$ cat config.mk
export PLATFORM = sky130hd
export DESIGN_NAME = rc4_stream_ctrl
export DESIGN_NICKNAME = d
export VERILOG_FILES = /design/src/rtl/rc4_stream_ctrl.sv
export SDC_FILE = /design/constraint.sdc
export NUM_CORES = 1
export LEC_CHECK = 0
export CAP_MARGIN = 20
export CELL_PAD_IN_SITES_DETAIL_PLACEMENT = 0
export CELL_PAD_IN_SITES_GLOBAL_PLACEMENT = 1
export CORE_ASPECT_RATIO = 0.6
export CORE_MARGIN = 2
export CORE_UTILIZATION = 38
export DETAILED_ROUTE_END_ITERATION = 10
export PLACE_DENSITY = 0.74
export SLEW_MARGIN = 15
export SYNTH_ARGS = -nofsm -noshare
export SYNTH_HDL_FRONTEND = slang
export SYNTH_SLANG_ARGS = --single-unit
$ cat constraint.sdc
create_clock -name clk -period 3.6 [get_ports clk]
set_input_delay 0.72 -clock clk [delete_from_list [all_inputs] [get_ports clk]]
set_output_delay 0.72 -clock clk [all_outputs]
set_load 0.05 [all_outputs]
$ cat src/rtl/rc4_stream_ctrl.sv
// ---------------------------------------------------------------------------
// rc4_stream_ctrl
//
// Session controller for an RC4 keystream core. It accepts a key/message
// configuration, keeps the core in reset between sessions and releases and
// starts it for each session. Keystream bytes go into a small FIFO. Each FIFO
// byte is XORed with one input data byte and sent to a single-register output
// stage. When the message completes or the FIFO overflows, the core returns to
// reset.
//
// Optional feature macro: RC4_DROP_EN
//   When defined, the first DROP_N keystream bytes of every session are
//   discarded before the FIFO (RC4-drop[n]). When undefined, DROP_N is ignored.
//
// Parameters:
//   KS_DEPTH   keystream FIFO depth, power of two in 4..64
//   DROP_N     keystream bytes discarded per session (RC4_DROP_EN only)
//
// Ports:
//   clk, rst                      clock, synchronous active-high reset
//   cfg_valid/cfg_ready           configuration handshake
//   cfg_key/cfg_key_len/cfg_msg_len  key, key length (1..4), message length
//   core_rst_n, core_start        core control (core reset is active low)
//   core_key, core_key_length     registered copies of the accepted config
//   core_ks_byte, core_ks_valid   keystream byte strobe from the core
//   din_valid/din_ready/din_data  input byte handshake
//   dout_valid/dout_ready/dout_data/dout_last  output byte handshake
//   busy                          controller is not idle
//   err_len                       one-cycle pulse when a config is rejected
//   err_ovf                       sticky keystream overflow flag
// ---------------------------------------------------------------------------
module rc4_stream_ctrl #(
    parameter int KS_DEPTH = 8,
    parameter int DROP_N   = 0
) (
    input  logic        clk,
    input  logic        rst,
    input  logic        cfg_valid,
    output logic        cfg_ready,
    input  logic [31:0] cfg_key,
    input  logic [7:0]  cfg_key_len,
    input  logic [15:0] cfg_msg_len,
    output logic        core_rst_n,
    output logic        core_start,
    output logic [31:0] core_key,
    output logic [7:0]  core_key_length,
    input  logic [7:0]  core_ks_byte,
    input  logic        core_ks_valid,
    input  logic        din_valid,
    output logic        din_ready,
    input  logic [7:0]  din_data,
    output logic        dout_valid,
    input  logic        dout_ready,
    output logic [7:0]  dout_data,
    output logic        dout_last,
    output logic        busy,
    output logic        err_len,
    output logic        err_ovf
);

    localparam int AW = $clog2(KS_DEPTH);
    localparam logic [AW:0] PTR_ONE = 1;

    // Parameter sanity checks, evaluated at elaboration.
    if (KS_DEPTH < 4 || KS_DEPTH > 64 || (KS_DEPTH & (KS_DEPTH - 1)) != 0) begin : g_bad_ks_depth
        $error("rc4_stream_ctrl: KS_DEPTH must be a power of two in 4..64");
    end
    if (DROP_N < 0 || DROP_N > 255) begin : g_bad_drop_n
        $error("rc4_stream_ctrl: DROP_N must be in 0..255");
    end

    typedef enum logic [1:0] {
        IDLE,
        RUN,
        FLUSH
    } state_t;

    state_t      state;
    logic [7:0]  fifo_mem [KS_DEPTH];
    logic [AW:0] wr_ptr;
    logic [AW:0] rd_ptr;
    logic [15:0] msg_len;
    logic [15:0] ks_cnt;
    logic [15:0] out_cnt;

    logic        fifo_empty;
    logic        fifo_full;
    logic [7:0]  fifo_head;
    logic        cfg_legal;
    logic        drop_done;
    logic        ks_accept;
    logic        out_room;
    logic        load;
    logic        overflow;
    logic        push;
    logic        final_accept;

    // The pointers carry one extra wrap bit so that full and empty can be told apart.
    assign fifo_empty = (wr_ptr == rd_ptr);
    assign fifo_full  = (wr_ptr[AW] != rd_ptr[AW]) && (wr_ptr[AW-1:0] == rd_ptr[AW-1:0]);
    assign fifo_head  = fifo_mem[rd_ptr[AW-1:0]];

    assign cfg_legal = (cfg_key_len != 8'd0) && (cfg_key_len <= 8'd4) && (cfg_msg_len != 16'd0);

`ifdef RC4_DROP_EN
    logic [7:0] drop_cnt;
    assign drop_done = (drop_cnt >= 8'(DROP_N));
`else
    assign drop_done = 1'b1;
`endif

    // Keystream bytes beyond the message length are dropped silently.
    assign ks_accept = (state == RUN) && core_ks_valid && drop_done && (ks_cnt < msg_len);

    // The output register may be refilled when it is empty or is being drained.
    assign out_room     = !dout_valid || dout_ready;
    assign din_ready    = (state == RUN) && !fifo_empty && out_room && (out_cnt < msg_len);
    assign load         = din_valid && din_ready;

    // A simultaneous pop frees a slot, so a push into a full FIFO is not an overflow.
    assign overflow     = ks_accept && fifo_full && !load;
    assign push         = ks_accept && !overflow;
    assign final_accept = dout_valid && dout_ready && dout_last;

    assign cfg_ready  = (state == IDLE);
    assign core_rst_n = (state == RUN);
    assign core_start = (state == RUN);
    assign busy       = (state != IDLE);

    // FIFO storage. It has no reset because the pointers determine which entries are valid.
    always_ff @(posedge clk) begin
        if (push) begin
            fifo_mem[wr_ptr[AW-1:0]] <= core_ks_byte;
        end
    end

    // Session FSM together with the FIFO pointers, counters and output register.
    always_ff @(posedge clk) begin
        if (rst) begin
            state           <= IDLE;
            core_key        <= 32'd0;
            core_key_length <= 8'd0;
            msg_len         <= 16'd0;
            ks_cnt          <= 16'd0;
            out_cnt         <= 16'd0;
            wr_ptr          <= '0;
            rd_ptr          <= '0;
            dout_valid      <= 1'b0;
            dout_data       <= 8'd0;
            dout_last       <= 1'b0;
            err_len         <= 1'b0;
            err_ovf         <= 1'b0;
`ifdef RC4_DROP_EN
            drop_cnt        <= 8'd0;
`endif
        end else begin
            err_len <= 1'b0;
            case (state)
                IDLE: begin
                    if (cfg_valid) begin
                        if (cfg_legal) begin
                            core_key        <= cfg_key;
                            core_key_length <= cfg_key_len;
                            msg_len         <= cfg_msg_len;
                            ks_cnt          <= 16'd0;
                            out_cnt         <= 16'd0;
                            wr_ptr          <= '0;
                            rd_ptr          <= '0;
                            err_ovf         <= 1'b0;
`ifdef RC4_DROP_EN
                            drop_cnt        <= 8'd0;
`endif
                            state           <= RUN;
                        end else begin
                            err_len <= 1'b1;
                        end
                    end
                end

                RUN: begin
`ifdef RC4_DROP_EN
                    if (core_ks_valid && !drop_done) begin
                        drop_cnt <= drop_cnt + 8'd1;
                    end
`endif
                    if (push) begin
                        wr_ptr <= wr_ptr + PTR_ONE;
                        ks_cnt <= ks_cnt + 16'd1;
                    end

                    if (load) begin
                        rd_ptr     <= rd_ptr + PTR_ONE;
                        out_cnt    <= out_cnt + 16'd1;
                        dout_valid <= 1'b1;
                        dout_data  <= din_data ^ fifo_head;
                        dout_last  <= (out_cnt == msg_len - 16'd1);
                    end else if (dout_valid && dout_ready) begin
                        dout_valid <= 1'b0;
                        dout_last  <= 1'b0;
                    end

                    // When an overflow occurs, the session is abandoned and any pending output byte is dropped.
                    if (overflow) begin
                        err_ovf    <= 1'b1;
                        dout_valid <= 1'b0;
                        dout_last  <= 1'b0;
                        state      <= FLUSH;
                    end else if (final_accept) begin
                        state <= FLUSH;
                    end
                end

                FLUSH: begin
                    wr_ptr     <= '0;
                    rd_ptr     <= '0;
                    dout_valid <= 1'b0;
                    dout_last  <= 1'b0;
                    state      <= IDLE;
                end

                default: begin
                    state <= IDLE;
                end
            endcase
        end
    end

endmodule
-- Word-level counts from Yosys, hierarchy flattened
Memory sizes are Yosys's and may differ from the RTL's. A register that Yosys moved wholly into a read port is not among the register bits.
Cells that the tools add are included.
- logic and storage cells: 107
- output and inout port bits: 57
- bits in writable memories: 64
- memories: 1
- input bits: 78
- bits in registers: 110
- equal/unequal tests: 13
- multiplexer cells: 33
- magnitude comparators: 3
- bitwise gates (word level): 3
- reduce and logical (&&, ||, !) cells: 36
- $add $sub $neg: 5
- memories (memory ; words ; width ; rd ports ; clocked after memory_dff ; write ports ; line ; RTL):
    fifo_mem ; 8 ; 8 ; 1 ; 1 ; 1 ; 79 ; logic [7:0] fifo_mem [KS_DEPTH];
- operator list (cell ; count):
    16-bit 2-to-1 mux ; 4
    16-bit case mux with 2 select lines ; 2
    16-bit by 1-bit adder with 16-bit output, second input constant ; 2
    16-bit less-than comparator ; 2
    4-bit case mux with 3 select lines ; 2
    4-bit AND reduction ; 5
    16-bit == test ; 1
    4-bit 2-to-1 mux ; 4
    16-bit nonzero test ; 1
    16-bit by 1-bit subtractor with 16-bit output, second input constant ; 1
    1-bit logical AND ; 14
    1-bit 2-to-1 mux ; 11
    4-bit by 1-bit adder with 4-bit output, second input constant ; 2
    8-bit by 3-bit <= comparator with 1-bit output, second input constant ; 1
    2-bit 2-to-1 mux ; 4
    2-bit by 1-bit != test with 1-bit output, second input constant ; 4
    8-bit nonzero test ; 1
    8-bit bitwise XOR ; 1
    3-bit 2-to-1 mux ; 2
    1-bit case mux with 2 select lines ; 3
    3-bit AND reduction ; 2
    2-bit nonzero test ; 3
    4-bit == test ; 1
    1-bit logical NOT ; 4
    other kinds (14) ; 16

-- Depth between registers and ports, before layout
Gate-level depths: netlist of run 1.
- word-level depth: 12
- depth in mapped cells: 13
- gate-level depth less buffers: 10

-- Worst setup path before layout of run 1
Ideal clock, no wire load.
- path kind: flip-flop to flip-flop
- start point: reg state[1]
- end point: mem fifo_mem[4][0], enable pin
- path slack: -0.237 ns
- buffers on the path: 1
- setup time: 0.398 ns
- arrival time: 3.439 ns
- data required time: 3.202 ns
- cell stages (with the launch flop): 10
- period minus slack after synthesis: 3.837 ns
- path through: dfxtp_1 inv_1 ha_1 clkbuf_2 inv_1 a2111oi_0 o211ai_1 a2111oi_4 o21ai_1 nor4b_1
- cells in the longest elaborated chain, start to end: 11
- elaborated cells on any way between the ends: 14
- those cells by class: 1 x eq/ne; 2 x mux; 11 x reduce/logical
- ends and longest elaborated chain (what ; line ; RTL):
    from (decl) ; 78 ; state_t state;
    from (signal assigned) ; 140 ; state <= IDLE;
    from (signal assigned) ; 173 ; state <= RUN;
    from (signal assigned) ; 207 ; state <= FLUSH;
    2-bit by 1-bit == test with 1-bit output * ; -- ;
    named net core_rst_n ; 43 ; output logic core_rst_n,
    1-bit logical AND (3 in a row) ; 117 ; assign din_ready = (state == RUN) && !fifo_empty && out_room && (out_cnt < msg_len);
    1-bit logical AND ; 118 ; assign load = din_valid && din_ready;
    1-bit logical NOT ; 121 ; assign overflow = ks_accept && fifo_full && !load;
    1-bit logical AND ; 121 ;
    1-bit logical NOT ; 122 ; assign push = ks_accept && !overflow;
    1-bit logical AND * ; 122 ;
    1-bit 2-to-1 mux * ; 132 ; if (push) begin
    1-bit 2-to-1 mux (not written as such) * ; 133 ; fifo_mem[wr_ptr[AW-1:0]] <= core_ks_byte;
    to (decl) ; 79 ;
Mark *: on every way through the listed nets, which the timed path passes. The rest lies on a longest branch.

-- Worst setup path in the final report of run 1
- start point: reg msg_len[6]
- end point: out din_ready
- cells in the longest elaborated chain, start to end: 2
- ends and longest elaborated chain (what ; line ; RTL):
    from (decl) ; 82 ; logic [15:0] msg_len;
    from (signal assigned) ; 164 ; msg_len <= cfg_msg_len;
    16-bit less-than comparator ; 117 ;
    1-bit logical AND ; 117 ;
    to (decl) ; 50 ; output logic din_ready,
Every way passes these cells.

==> results of run 1 <==
## power groups by stage
stage / logic (mW) / clock network [mW] / registers [mW]
after floorplan: 0.0524 / 0 / 2.13
final: 0.198 / 1.85 / 2.07
after CTS: 0.197 / 1.88 / 2.07
after detailed placement: 0.197 / 0 / 2.12
after global routing: 0.213 / 1.98 / 2.07
after global placement: 0.196 / 0 / 2.12
## flip-flops by register name (all words and copies together) (netlist names), named ones only
name / cells
fifo_mem: 64
core_key: 32
ks_cnt: 16
msg_len: 16
out_cnt: 16
core_key_length: 8
dout_data: 8
rd_ptr: 4
wr_ptr: 4
state: 2
dout_last: 1
dout_valid: 1
err_len: 1
err_ovf: 1
## per-layer routing
metal  vias up  GRT usage (%)
li1       3350              -
met1      3248           32.1
met2       177           27.7
met3        14           6.46
met4         0           4.15
met5         -              0
## worst max-delay path, stage by stage (launching register included)
cell	delay [ns]
dfxtp_1	0.40
inv_1	0.12
ha_1	0.32
a21o_1	0.18
a221o_1	0.35
a22o_1	0.30
a211oi_2	0.27
buf_4	0.16
buf_12	0.13
## layout make-up
cell class	instances	area, µm²
flip-flops and latches	177	4180
repair buffers	188	1750
clock inverters	13	146
multi-input cells	586	3940
inverters	29	109
fillers	1948	10400
clock buffers	19	433
well taps	279	349
## cells in the mapped netlist (12+ instances only)
master    count
nor3_1       13
nand3_1      23
xor2_1       12
clkbuf_1     33
mux4_2       16
inv_1        29
mux2i_1      23
nand2_1     140
nor4_1       17
nand4_1      16
dfxtp_1     113
nor2_1       43
xnor2_1      35
ha_1         40
a21oi_1      80
o21ai_0      24
edfxtp_1     64
## kinds of logic (layout without fill, tap and decap cells)
| group | after synthesis | count (layout) | share of synthesized area (%) |
|---|---|---|---|
| and+or+nand+nor | 303 | 303 | 17.2 |
| DFF | 177 | 177 | 50.1 |
| AOI/OAI and AO/OA | 155 | 155 | 11.2 |
| buffers and inverters | 70 | 249 | 3.26 |
| xor gates and xnor gates | 47 | 47 | 4.93 |
| muxes | 41 | 41 | 7.34 |
| adders and majority gates | 40 | 40 | 5.99 |
## worst paths after layout
kind                           start                 end  slack [ns]
setup reg to reg         msg_len[10]          ks_cnt[15]        0.23
setup / recovery          msg_len[6]           din_ready        0.20
hold / removal    core_key_length[0]  core_key_length[0]        0.45
hold reg to reg   core_key_length[0]  core_key_length[0]        0.45
## metrics by stage
step	worst slack [ns]	cells	total power [mW]
6_report	0.205	1291	4.12
5_1_grt	0.0455	1291	4.26
4_1_cts	0.0972	1290	4.15
3_5_place_dp	-0.0253	1258	2.32
3_3_place_gp	0.0765	1258	2.31
2_1_floorplan	-0.00791	833	2.18
## what timing repair did
action,in CTS,in global routing
endpoints found under the setup margin,0,48
buffers inserted,0,1
gates resized for setup,0,1
==> impl_metrics.py, run 1 <==
metrics = {
    "sta": {
        "drv_slew": 0,
        "hold_ws_ns": 0.454,
        "tightestPinTransition_ns": 0.864,
        "fmax_mhz": 295,
        "period_share_pct": 94.3,
        "period_minus_slack_ns": 3.40,
        "slew_headroom_pct": 42.4,
        "hold_viol": 0,
        "setup_tns_ns": 0,
        "finalSetupViolations": 0,
        "rsz0062_at_grt": "false",
        "skew_ns": 0.0125,
    },
    "routing": {
        "wirelength_mm": 23.1,
        "wl_per_cell_um": 17.9,
        "ant_nets": 0,
        "drc_errors": 0,
        "met3_length_mm": 1.48,
        "via_count": 6789,
        "topRoutingLayerUsed": "met4",
        "drt_pass1_iterations": 5,
        "wl_met1_mm": 12.4,
        "dr_wl_met2_mm": 8.99,
        "first_iter_violations": 497,
        "viasPerCell": 5.26,
    },
    "die": {
        "ios": 135,
        "coreArea_um2": 21300,
        "start_util_pct": 39.2,
        "die_area_um2": 23200,
        "chipWidth_um": 195,
        "die_y_um": 119,
        "row_count": 41,
    },
    "final_layout": {
        "syn_to_final_growth_pct": 30.6,
        "design_area_um2": 10900,
        "utilization_pct": 51.3,
        "antenna_cells": 0,
        "drive_gt1_share_pct": 11.6,
        "nets": 1117,
        "layout_commonest_cell": "nand2_1",
        "final_cell_mix": "nand2_1 (140), clkdlybuf4s50_1 (132), dfxtp_1 (113)",
    },
    "global_route": {
        "grt_pass1_vias": 6581,
        "grt_usage_pct": 20.7,
        "antenna_found_initial": 0,
        "grt_max_degree": 74,
        "grt_pass1_wl_mm": 37.1,
        "grt_overflow": 0,
    },
    "clock_network": {
        "cts_made_buffers": 17,
        "clk_latency_ns": 0.44,
        "htreeDepth": 4,
        "cts_tree": "yes",
        "cts_max_path_buffers": 2,
        "clk_pin_slew_ns": 0.07,
        "clock_sinks": 177,
        "cts-root-buf": "clkbuf_16",
        "cts_hold_buf": 0,
    },
    "power": {
        "vdd_drop_max_mv": 0.324,
        "seqPwrFrac_pct": 50.3,
        "internal_power_mw": 3.16,
        "netSwitchingPower_mw": 0.961,
        "power_frac_clock_pct": 44.9,
        "p_leak_nw": 3.75,
        "p_comb_share_pct": 4.8,
        "swShare_pct": 23.3,
        "power-per-cell-area_nw_per_um2": 377,
    },
    "yosys": {
        "synth_fp_nets": 951,
        "yosys.area.top_type_share_pct": 27.1,
        "postSynthAreaPerCell_um2": 10.0,
        "netlist_instances": 833,
        "async_flop_share_pct": 0,
        "ys.flop_type": "dfxtp_1",
        "ys_types": 59,
        "yosysSeqAreaShare_pct": 50.1,
        "yosysTopAreaCell": "dfxtp_1",
        "syn_area_um2": 8350,
        "synth-edff-count": 64,
        "synth-seq-cells": 177,
        "ys_warn_count": 0,
        "synth_top_cells_by_area": "dfxtp_1 (27%), edfxtp_1 (23%), nand2_1 (6.3%), ha_1 (6.0%), a21oi_1 (4.8%)",
    },
    "critical_path": {
        "setup.worst_path.start_class": "flop",
        "end_kind": "primary output",
        "worstPathRequired_ns": 2.88,
        "arrival_ns": 2.68,
        "worst-path-max-fanout": 4,
        "critPathKind": "reg2out",
        "reg2reg_depth": 10,
    },
    "hold_path": {
        "hold_path_depth": 2,
        "hold_class": "reg2reg",
    },
    "job": {
        "cap_viol_max_count": 0,
    },
    "placement": {
        "dpl_cell_area_um2": 10300,
        "gp_congestion": 0.882,
        "io_buffers": 134,
        "dp_hpwl_mm": 17.0,
    },
    "status": {
        "status": "completed",
    },
}
Note: power is estimated with default switching activity, not from simulation.
==> run 2: changes to the inputs <==
CORE_UTILIZATION = 40   (was 38)
clock period = 3.8 ns   (was 3.6 ns; I/O delays follow)
==> run 2 against run 1 <==
Net effect:
- wire length down 1.2%
- sequential power shrank 5%
- clock power is essentially flat
- final area fell by 0.97%
- clock skew fell by 0.0012 ns
- critical path depth unchanged
- global-route usage is 0.84 points higher
- setup slack got worse by 0.042 ns
- worst hold slack about the same
- sequential cell count did not move
- register-to-register slack gained 0.02 ns
- critical endpoint unchanged
- largest power group unchanged
==> impl_metrics.py, run 2 (synthesized netlist as in run 1, its figures left out) <==
metrics = {
    "power": {
        "totalPowerFinal_mw": 3.99,
        "power-per-cell-area_nw_per_um2": 369,
        "vdd_drop_max_mv": 0.305,
        "p_leak_nw": 3.70,
    },
    "global_route": {
        "grt_usage_pct": 21.5,
        "grt_pass1_wl_mm": 35.9,
        "grt_pass1_vias": 6303,
        "antenna_found_initial": 0,
        "grt_max_degree": 58,
        "grt_overflow": 0,
    },
    "sta": {
        "hold_viol": 0,
        "period_minus_slack_ns": 3.64,
        "slew_headroom_pct": 45.5,
        "period_share_pct": 95.7,
        "rsz0062_at_grt": "false",
        "drv_slew": 0,
        "setup_tns_ns": 0,
        "finalSetupViolations": 0,
        "skew_ns": 0.0113,
        "timing.final.ws_setup_ns": 0.162,
        "fmax_mhz": 275,
        "tightestPinTransition_ns": 0.816,
    },
    "critical_path": {
        "critPathTopFamily": "compound AO/OA/AOI/OAI gates",
        "setup.worst_path.start_class": "flop",
        "worstPathRequired_ns": 3.04,
        "critPathKind": "reg2out",
        "cp_slowest_cell": "dfxtp_1",
        "end_kind": "primary output",
        "max_stage_delay_ns": 0.45,
        "worst-path-max-fanout": 6,
        "path_buf_inv": 3,
        "arrival_ns": 2.88,
        "crit_chain": "inv_1 -> ha_1 -> and3_1 -> a221o_1 -> a22o_1 -> a211oi_1 -> buf_4 -> buf_12",
    },
    "final_layout": {
        "utilization_pct": 53.4,
        "layout_commonest_cell": "nand2_1",
        "syn_to_final_growth_pct": 29.4,
        "drive_gt1_share_pct": 9.94,
        "antenna_cells": 0,
        "fillers": 1837,
        "largest_reg_flops": 64,
        "nets": 1101,
        "final_cell_mix": "nand2_1 (140), clkdlybuf4s50_1 (132), dfxtp_1 (113)",
    },
    "routing": {
        "topRoutingLayerUsed": "met4",
        "viasPerCell": 5.32,
        "via_count": 6750,
        "drc_errors": 0,
        "wl_per_cell_um": 18.0,
        "wl_met1_mm": 12.2,
        "drt_pass1_iterations": 5,
        "first_iter_violations": 489,
        "ant_nets": 0,
        "dr_wl_met2_mm": 8.26,
        "met3_length_mm": 2.17,
        "wirelength_mm": 22.8,
    },
    "placement": {
        "pre_cts_ws_ns": 0.112,
        "io_buffers": 134,
        "gp_congestion": 0.853,
        "dp_hpwl_mm": 16.9,
    },
    "die": {
        "die_area_um2": 22100,
        "chipWidth_um": 191,
        "start_util_pct": 41.3,
        "die_y_um": 116,
        "coreArea_um2": 20200,
        "row_count": 40,
        "ios": 135,
    },
    "hold_path": {
        "hold_class": "reg2reg",
    },
    "clock_network": {
        "htreeDepth": 4,
        "clk_pin_slew_ns": 0.07,
        "cts_made_buffers": 17,
        "clk_latency_ns": 0.44,
        "cts_max_path_buffers": 2,
        "cts_tree": "yes",
        "cts_hold_buf": 0,
        "clock_sinks": 177,
        "post_cts_buffers": 0,
        "cts-root-buf": "clkbuf_16",
        "post_cts_resized": 0,
    },
    "job": {
        "cap_viol_max_count": 0,
    },
    "status": {
        "status": "completed",
    },
}
==> run 2: cell count changes in the layout (fill, tap and decap cells not counted), moves of 2 or more <==
cell / change
nor3b_2: -2
buf_4: -16
inv_12: +3
nor3b_1: +2
clkbuf_1: -2
inv_8: +2
==> run 2: final timing paths <==
| path | startpoint | to | slack [ns] | cells past startpoint |
|---|---|---|---|---|
| worst min-delay path | core_key_length[2] | core_key_length[2] | 0.45 | 2 |
| worst max register to register | msg_len[7] | out_cnt[5] | 0.25 | 11 |
| worst max-delay path | msg_len[7] | din_ready | 0.16 | 8 |
| worst min register to register | core_key_length[2] | core_key_length[2] | 0.45 | 2 |
==> run 2: metal layers <==
| metal | global-route usage [%] | up-vias |
|---|---|---|
| met1 | 34.9 | 3201 |
| met5 | 0 | - |
| li1 | - | 3308 |
| met3 | 7.21 | 13 |
| met4 | 4.34 | 0 |
| met2 | 26.5 | 228 |
==> run 2: area by class of cell <==
type | instances | area [µm²] | area share (%)
inverter | 29 | 109 | 1.01
clock inverter | 15 | 196 | 1.82
sequential | 177 | 4180 | 38.7
multi-input combinational | 586 | 3920 | 36.3
tap | 273 | 342 | 3.16
clock buffer | 17 | 425 | 3.94
timing repair buffer | 172 | 1630 | 15.1
==> run 2: power by group <==
part / switching (mW) / internal (mW)
clock network: 0.877 / 0.965
logic: 0.0860 / 0.0967
registers: 0.00221 / 1.96
total: 0.965 / 3.02
==> run 2: worst min-delay path, stage by stage, from the launching register on <==
cell and delay (ns):
dfxtp_1 0.31, nand2_1 0.05, a21oi_1 0.05
==> run 2: metrics by stage <==
step | hold WS (ns) | cells | area (µm²)
detailed placement | 0.447 | 1237 | 10200
global route | 0.474 | 1269 | 10800
floorplan | 0.450 | 833 | 8370
finish | 0.454 | 1269 | 10800
global placement | 0.442 | 1237 | 10200
CTS | 0.457 | 1269 | 10800
==> run 3: changes to the inputs <==
DONT_BUFFER_PORTS = 1   (was not set)
PLACE_DENSITY = 0.64   (was 0.74)
==> run 3 against run 2 <==
Net effect:
- setup slack improved by 0.048 ns
- wire length down 0.38%
- global-route usage grew 0.051 points
- via count decreased by 6.2%
- worst hold slack got worse by 0.061 ns
- non-clock buffer count shrank 135
- final area is 13% lower
- combinational power shrank 67%
- highest routed layer unchanged
==> impl_metrics.py, run 3 (synthesized netlist as in run 1, its figures left out) <==
metrics = {
    "final_layout": {
        "fillers": 1905,
        "layout_commonest_cell": "nand2_1",
        "final_cell_mix": "nand2_1 (140), dfxtp_1 (113), a21oi_1 (80)",
        "multiInputGateArea_um2": 3930,
        "design_area_um2": 9410,
        "utilization_pct": 46.5,
        "antenna_cells": 0,
        "syn_to_final_growth_pct": 12.6,
        "largest_reg_flops": 64,
        "final_cells": 1134,
        "nets": 966,
        "regArea_um2": 4180,
        "drive_gt1_share_pct": 11.1,
    },
    "placement": {
        "dp_hpwl_mm": 17.1,
        "io_buffers": 0,
        "place_inst": 1102,
        "dpl_cell_area_um2": 8850,
        "gp_congestion": 0.893,
    },
    "power": {
        "vdd_drop_max_mv": 0.300,
        "power-per-cell-area_nw_per_um2": 396,
        "p_leak_nw": 3.15,
    },
    "global_route": {
        "grt_pass1_vias": 6035,
        "grt_pass1_wl_mm": 35.4,
        "grt_usage_pct": 21.6,
        "antenna_found_initial": 0,
        "grt_overflow": 0,
        "grt_max_degree": 75,
    },
    "routing": {
        "wirelength_mm": 22.7,
        "ant_nets": 0,
        "topRoutingLayerUsed": "met4",
        "dr_wl_met2_mm": 8.64,
        "first_iter_violations": 570,
        "via_count": 6329,
        "wl_met1_mm": 12.0,
        "wl_per_cell_um": 20.0,
        "drc_errors": 0,
        "drt_pass1_iterations": 5,
        "met3_length_mm": 1.89,
        "viasPerCell": 5.58,
    },
    "sta": {
        "rsz0062_at_grt": "false",
        "fmax_mhz": 279,
        "period_minus_slack_ns": 3.59,
        "hold_viol": 0,
        "setup_tns_ns": 0,
        "finalSetupViolations": 0,
        "tightestPinTransition_ns": 1.04,
        "period_share_pct": 94.5,
        "drv_slew": 0,
        "skew_ns": 0.0195,
        "slew_headroom_pct": 30.4,
    },
    "critical_path": {
        "worst-path-max-fanout": 10,
        "crit_chain": "inv_1 -> ha_1 -> and3_1 -> a221o_1 -> a22o_1 -> a2111oi_4 -> buf_4 -> nor3_1 -> a2111o_1 -> or3_1 -> a21oi_1",
        "reg2reg_depth": 11,
        "setup.worst_path.start_class": "flop",
        "max_stage_delay_ns": 0.54,
        "end_kind": "flop",
        "arrival_ns": 3.94,
        "worstPathRequired_ns": 4.15,
        "path_buf_inv": 2,
        "critPathTopFamily": "compound AO/OA/AOI/OAI gates",
        "cp_slowest_cell": "a2111o_1",
        "critPathKind": "reg2reg",
        "crit_cells": 11,
    },
    "die": {
        "ios": 135,
        "chipWidth_um": 191,
        "die_y_um": 116,
        "coreArea_um2": 20200,
        "die_area_um2": 22100,
        "start_util_pct": 41.3,
        "row_count": 40,
    },
    "clock_network": {
        "cts_tree": "yes",
        "cts-root-buf": "clkbuf_16",
        "clk_pin_slew_ns": 0.08,
        "clk_latency_ns": 0.44,
        "htreeDepth": 4,
        "cts_hold_buf": 0,
        "cts_max_path_buffers": 2,
        "clock_sinks": 177,
        "cts_made_buffers": 17,
    },
    "status": {
        "status": "completed",
    },
    "hold_path": {
        "hold_path_depth": 1,
        "hold_class": "in2reg",
    },
    "job": {
        "cap_viol_max_count": 0,
    },
}
run 3: cell types whose count changed in the layout (fill, tap and decap cells not counted), sizes merged:
cell           before  now
clkinv              3    2
clkbuf             17   18
clkdlybuf4s50     132    0
clkinvlp            1    5
inv                39   35
buf                40   37
run 3: per-layer routing:
metal | up-vias | global-route usage [%]
li1 | 3046 | -
met1 | 3051 | 33.8
met2 | 217 | 28.3
met3 | 15 | 6.45
met4 | 0 | 5.32
met5 | - | 0
run 3: what timing repair did:
item	CTS	global route
gates resized for setup	0	1
endpoints found under the hold margin	0	0
endpoints found under the setup margin	0	8
buffers inserted	0	0
run 3: final timing paths:
| check | endpoint | from | slack (ns) |
|---|---|---|---|
| hold reg to reg | msg_len[1] | msg_len[1] | 0.49 |
| setup / recovery | ks_cnt[8] | msg_len[7] | 0.21 |
| hold / removal | core_key_length[0] | rst | 0.39 |
| setup reg to reg | ks_cnt[8] | msg_len[7] | 0.21 |
run 3: power by group:
part | switching [mW] | total (mW) | internal, mW
clock network | 0.782 | 1.69 | 0.912
registers | 0.0111 | 1.97 | 1.96
logic | 0.0389 | 0.0610 | 0.0221
total | 0.832 | 3.73 | 2.90
run 3: through the flow:
stage	hold slack, ns	total power [mW]	setup slack (ns)
final	0.393	3.73	0.210
after CTS	0.365	3.77	0.138
after detailed placement	0.480	2.08	0.158
after floorplan	0.450	2.07	0.0957
after global placement	0.470	2.08	0.303
after global routing	0.363	3.85	0.00349
run 3: worst register-to-register path: cells and delay by family (launching register included):
kind | cells | cell delay [ns]
AOI/OAI and AO/OA | 5 | 1.75
and+or+nand+nor | 3 | 0.61
DFF | 1 | 0.46
buffers and inverters | 2 | 0.36
adders and majority gates | 1 | 0.33
run 3: layout make-up:
cell class	instances	share of cell area [%]
clock buffer	18	4.56
clock inverter	14	1.38
inverter	29	1.16
multi-input combinational	586	41.7
sequential	177	44.5
tap	273	3.63
timing repair buffer	37	3.09
